[config.mk]
export PLATFORM = sky130hd
export DESIGN_NAME = alu_ctrl_mc
export DESIGN_NICKNAME = d
export VERILOG_FILES = /design/src/rtl/alu_ctrl_mc.sv
export SDC_FILE = /design/constraint.sdc
export NUM_CORES = 1
export LEC_CHECK = 0
export CAP_MARGIN = 40
export CORE_AREA = 2 2 39 41
export CTS_CLUSTER_SIZE = 30
export DETAILED_ROUTE_END_ITERATION = 16
export DIE_AREA = 0 0 41 43
export HOLD_SLACK_MARGIN = 0.12
export PLACE_DENSITY = 0.65
export SKIP_CTS_REPAIR_TIMING = 1
export SYNTH_ARGS = -nofsm -noshare
export SYNTH_HDL_FRONTEND = slang
export SYNTH_SLANG_ARGS = --single-unit
[constraint.sdc]
create_clock -name clk_i -period 1.1 [get_ports clk_i]
set_clock_uncertainty 0.15 [all_clocks]
set_input_delay 0.165 -clock clk_i [delete_from_list [all_inputs] [get_ports clk_i]]
set_output_delay 0.165 -clock clk_i [all_outputs]
set_load 0.02 [all_outputs]
[src/rtl/alu_ctrl_mc.sv]
// ALU control decode with a multi-cycle mult/div sequencer.
// Define ALU_CTRL_MDU_EN to build the MUL/DIV decode and the BUSY sequencer.
//
// state | meaning
// IDLE  | ready for a new instruction; single-cycle ops complete here
// BUSY  | MDU op in flight; cnt counts down to the completion edge
module alu_ctrl_mc #(
  parameter int CTRL_W    = 4,
  parameter int MC_CYCLES = 4
) (
  input  logic              clk_i,
  input  logic              rst_i,
  input  logic              valid_i,
  output logic              ready_o,
  input  logic [1:0]        ALUOp_i,
  input  logic [5:0]        funct_i,
  input  logic              flush_i,
  output logic [CTRL_W-1:0] ALUCtrl_o,
  output logic              valid_o,
  output logic              illegal_o,
  output logic              mdu_start_o,
  output logic              mdu_op_o
);

  localparam logic [3:0] C_ADD = 4'b0010;
  localparam logic [3:0] C_SUB = 4'b0110;
  localparam logic [3:0] C_AND = 4'b0000;
  localparam logic [3:0] C_OR  = 4'b0001;
  localparam logic [3:0] C_NOR = 4'b1100;
  localparam logic [3:0] C_SLT = 4'b0111;

  if (CTRL_W < 4 || MC_CYCLES < 1) begin : g_param_check
    $error("alu_ctrl_mc: CTRL_W must be >= 4 and MC_CYCLES >= 1");
  end

  logic [3:0] dec_code;
  logic       dec_ill;
`ifdef ALU_CTRL_MDU_EN
  localparam logic [3:0] C_MUL = 4'b1000;
  localparam logic [3:0] C_DIV = 4'b1001;
  logic dec_mdu;
  logic dec_div;
`endif

  always_comb begin
    dec_code = C_ADD;
    dec_ill  = 1'b0;
`ifdef ALU_CTRL_MDU_EN
    dec_mdu  = 1'b0;
    dec_div  = 1'b0;
`endif
    case (ALUOp_i)
      2'b00: dec_code = C_ADD;
      2'b01: dec_code = C_SUB;
      2'b11: dec_code = C_OR;
      default: begin
        case (funct_i)
          6'b100011: dec_code = C_ADD;
          6'b100001: dec_code = C_SUB;
          6'b100110: dec_code = C_AND;
          6'b100101: dec_code = C_OR;
          6'b101011: dec_code = C_NOR;
          6'b101000: dec_code = C_SLT;
`ifdef ALU_CTRL_MDU_EN
          6'b011000: dec_mdu = 1'b1;
          6'b011010: begin
            dec_mdu = 1'b1;
            dec_div = 1'b1;
          end
`endif
          default: dec_ill = 1'b1;
        endcase
      end
    endcase
  end

`ifdef ALU_CTRL_MDU_EN
  localparam int CNT_W = $clog2(MC_CYCLES + 1);

  typedef enum logic {IDLE = 1'b0, BUSY = 1'b1} state_t;

  state_t           state;
  logic [CNT_W-1:0] cnt;

  assign ready_o = (state == IDLE);

  always_ff @(posedge clk_i or negedge rst_i) begin
    if (!rst_i) begin
      state       <= IDLE;
      cnt         <= '0;
      ALUCtrl_o   <= CTRL_W'(C_ADD);
      valid_o     <= 1'b0;
      illegal_o   <= 1'b0;
      mdu_start_o <= 1'b0;
      mdu_op_o    <= 1'b0;
    end else begin
      valid_o     <= 1'b0;
      illegal_o   <= 1'b0;
      mdu_start_o <= 1'b0;
      if (flush_i) begin
        // Abort whatever is in flight; the last code and MDU op stay visible.
        state <= IDLE;
        cnt   <= '0;
      end else begin
        case (state)
          IDLE: begin
            if (valid_i) begin
              if (dec_mdu) begin
                state       <= BUSY;
                cnt         <= CNT_W'(MC_CYCLES - 1);
                mdu_op_o    <= dec_div;
                mdu_start_o <= 1'b1;
              end else begin
                ALUCtrl_o <= CTRL_W'(dec_code);
                valid_o   <= 1'b1;
                illegal_o <= dec_ill;
              end
            end
          end
          BUSY: begin
            if (cnt == '0) begin
              state     <= IDLE;
              ALUCtrl_o <= CTRL_W'(mdu_op_o ? C_DIV : C_MUL);
              valid_o   <= 1'b1;
            end else begin
              cnt <= cnt - 1'b1;
            end
          end
          default: state <= IDLE;
        endcase
      end
    end
  end
`else
  assign ready_o     = 1'b1;
  assign mdu_start_o = 1'b0;
  assign mdu_op_o    = 1'b0;

  always_ff @(posedge clk_i or negedge rst_i) begin
    if (!rst_i) begin
      ALUCtrl_o <= CTRL_W'(C_ADD);
      valid_o   <= 1'b0;
      illegal_o <= 1'b0;
    end else begin
      valid_o   <= 1'b0;
      illegal_o <= 1'b0;
      if (valid_i && !flush_i) begin
        ALUCtrl_o <= CTRL_W'(dec_code);
        valid_o   <= 1'b1;
        illegal_o <= dec_ill;
      end
    end
  end
`endif

endmodule

==> flow_summary.yaml <==
global_route:
  grtUsageTotal_pct: 13.0
  grt_max_degree: 8
  grt_pass1_wl_um: 1580
  grt_pass1_vias: 408
  antenna_found_initial: 0
  grt.overflow.total: 0
power:
  p_leak_nw: 0.422
  p_per_area_mw_per_mm2: 960
  irDropWorstVdd_mv: 0.277
synth:
  ys_ff_latch: 6
  synth_common_cells: "dfrtp_1, buf_4, a21oi_1, nor3b_1"
  synth_cells: 46
  synth_warnings: 0
  synth_top_area_share_pct: 28.7
  syn_avg_cell_area_um2: 9.47
  synth_area_leaders: "dfrtp_1, buf_4, dfstp_2, nor3b_1, a21oi_1"
  ys_types: 29
  async_flop_share_pct: 100
  seq_area_frac_synth_pct: 34.8
  synth.most_common_cell: "dfrtp_1"
  ys.flop_type: "dfrtp_1"
  yosys.area.top_type: "dfrtp_1"
  synth_edf_count: 0
  syn_area_um2: 435
sta:
  drv_slew: 0
  holdWs_ns: -0.00305
  hold_viol: 3
  post-route-period-util_pct: 109
  period_minus_slack_ns: 1.20
  rsz0062_at_grt: "true"
  finalWorstSetupSlack_ns: -0.102
  setup_tns_ns: -0.106
  fmax_ghz: 0.832
  setup_violations: 2
critical_path:
  end_kind: "primary output"
  path_max_fanout: 2
  reg2reg_depth: 4
  rrSetupSlack_ns: 0.09
  path_buf_inv: 1
  worstSetupPathType: "reg -> out"
  cpPeakStageDelay_ns: 0.53
  crit_chain: "buf_6"
  critPathSlowestCell: "dfstp_2"
  required_ns: 0.78
  cp_top_family: "flip-flops"
  worstPathArrival_ns: 0.89
  critPathLaunchType: "flip-flop"
  cp.depth: 1
clock_network:
  cts_tree: "yes"
  path_clk_slew_ns: 0.06
  clock_latency_ns: 0.24
  htreeDepth: 1
  clock-sinks: 6
  ctsRootBufferMaster: "clkbuf_4"
  cts_buffers: 3
  clock_path_buffers: 2
route:
  finalWirelength_um: 1010
  drtPass1Iterations: 4
  vias: 434
  drc_errors: 0
  drt_iter0_drc: 21
  drtAntennaViolNets: 0
  routedWlPerCell_um: 11.2
  viasPerCell: 4.82
final_layout:
  postLayoutCellArea_um2: 752
  areaGrowthSynthToFinish_pct: 72.7
  nets: 87
  n_antenna_cell: 0
  drive_above_1_share_pct: 39.2
  fillers: 135
floorplan:
  die_w_um: 41
  std_cell_rows: 14
  core_region_area_mm2: 0.00138
  num_io_pins: 21
  die-area_mm2: 0.00176
  die_y_um: 43
  initial_utilization_pct: 31.5
placed_design:
  placed_area_um2: 663
  gp_congestion: 0.780
  place_ws_ns: -0.449
  dp_hpwl_um: 783
  port_buffers: 17
flow_run:
  max_cap_violations: 0
outcome:
  outcome: "finished with violations"
  violations: "hold timing, setup timing"
worst_hold_path:
  min_path_type: "in -> async"
## layout make-up
type / instances / area, um^2 / share of cell area [%]
Tap cell: 16 / 20.0 / 2.66
Clock buffer: 4 / 26.3 / 3.49
Sequential cell: 6 / 151 / 20.1
Inverter: 2 / 7.51 / 0.998
Timing Repair Buffer: 28 / 279 / 37.1
Multi-Input combinational cell: 34 / 268 / 35.6
## worst register-to-register path, delay by kind of cell (launching register included)
kind | cells | cell delay (ns)
buffers and inverters | 2 | 0.25
flip-flops | 1 | 0.38
AO/OA/AOI/OAI | 1 | 0.05
AND/OR/NAND/NOR | 1 | 0.06
## path summary, 6_finish.rpt
check	from	end
setup reg to reg	ALUCtrl_o[3]$_DFFE_PN0P_	ALUCtrl_o[3]$_DFFE_PN0P_
max in group asynchronous	rst_i	ALUCtrl_o[1]$_DFFE_PN1P_
hold reg to reg	ALUCtrl_o[2]$_DFFE_PN0P_	ALUCtrl_o[2]$_DFFE_PN0P_
hold / removal	rst_i	ALUCtrl_o[0]$_DFFE_PN0P_
min in group clk_i	ALUOp_i[0]	ALUCtrl_o[0]$_DFFE_PN0P_
setup / recovery	ALUCtrl_o[1]$_DFFE_PN1P_	ALUCtrl_o[1]
## stage by stage
step	cells	hold slack [ns]	utilization (%)	power, mW
finish	90	-0.00305	54.3	0.722
global route	90	0.0111	54.3	0.765
CTS	89	0.00284	49.8	0.716
detailed placement	85	0.275	47.9	0.483
global placement	85	0.274	47.9	0.482
floorplan	47	-0.281	-	0.362
## cells by family after synthesis
logic type / after synthesis / synth area share (%)
and+or+nand+nor: 16 / 25.9
AOI/OAI and AO/OA: 12 / 19.3
buffers and inverters: 7 / 11.2
DFF: 6 / 34.8
muxes: 2 / 5.17
other: 2 / 1.72
xor gates and xnor gates: 1 / 2.01
## flip-flops by register name, indices dropped and copies added, names as in the netlist
signal / flops
valid_o: 1
illegal_o: 1
ALUCtrl_o: 4
## layout by cell type, fill, tap and decap left out, drive strengths merged, types with 2 or more instances in the layout
cell          count
buf              16
dlymetal6s2s     10
dfrtp             5
clkbuf            5
nor3b             4
a21oi             3
conb              3
o21ai             3
inv               2
nor2b             2
nand2             2
nand2b            2
mux2              2
## power breakdown
group,switching [mW],total [mW],internal (mW)
combinational,0.105,0.236,0.132
clock,0.0928,0.231,0.138
sequential,0.0114,0.254,0.243
## routing by layer
layer / vias to the layer above / global-route usage [%] / part of all wire (%)
met5: - / 0 / 0
met4: 0 / 8.00 / 3.6
met3: 5 / 1.57 / 6.3
met2: 21 / 21.6 / 47
met1: 194 / 14.5 / 43
li1: 214 / - / -
Power figures use the tool's default switching activity.
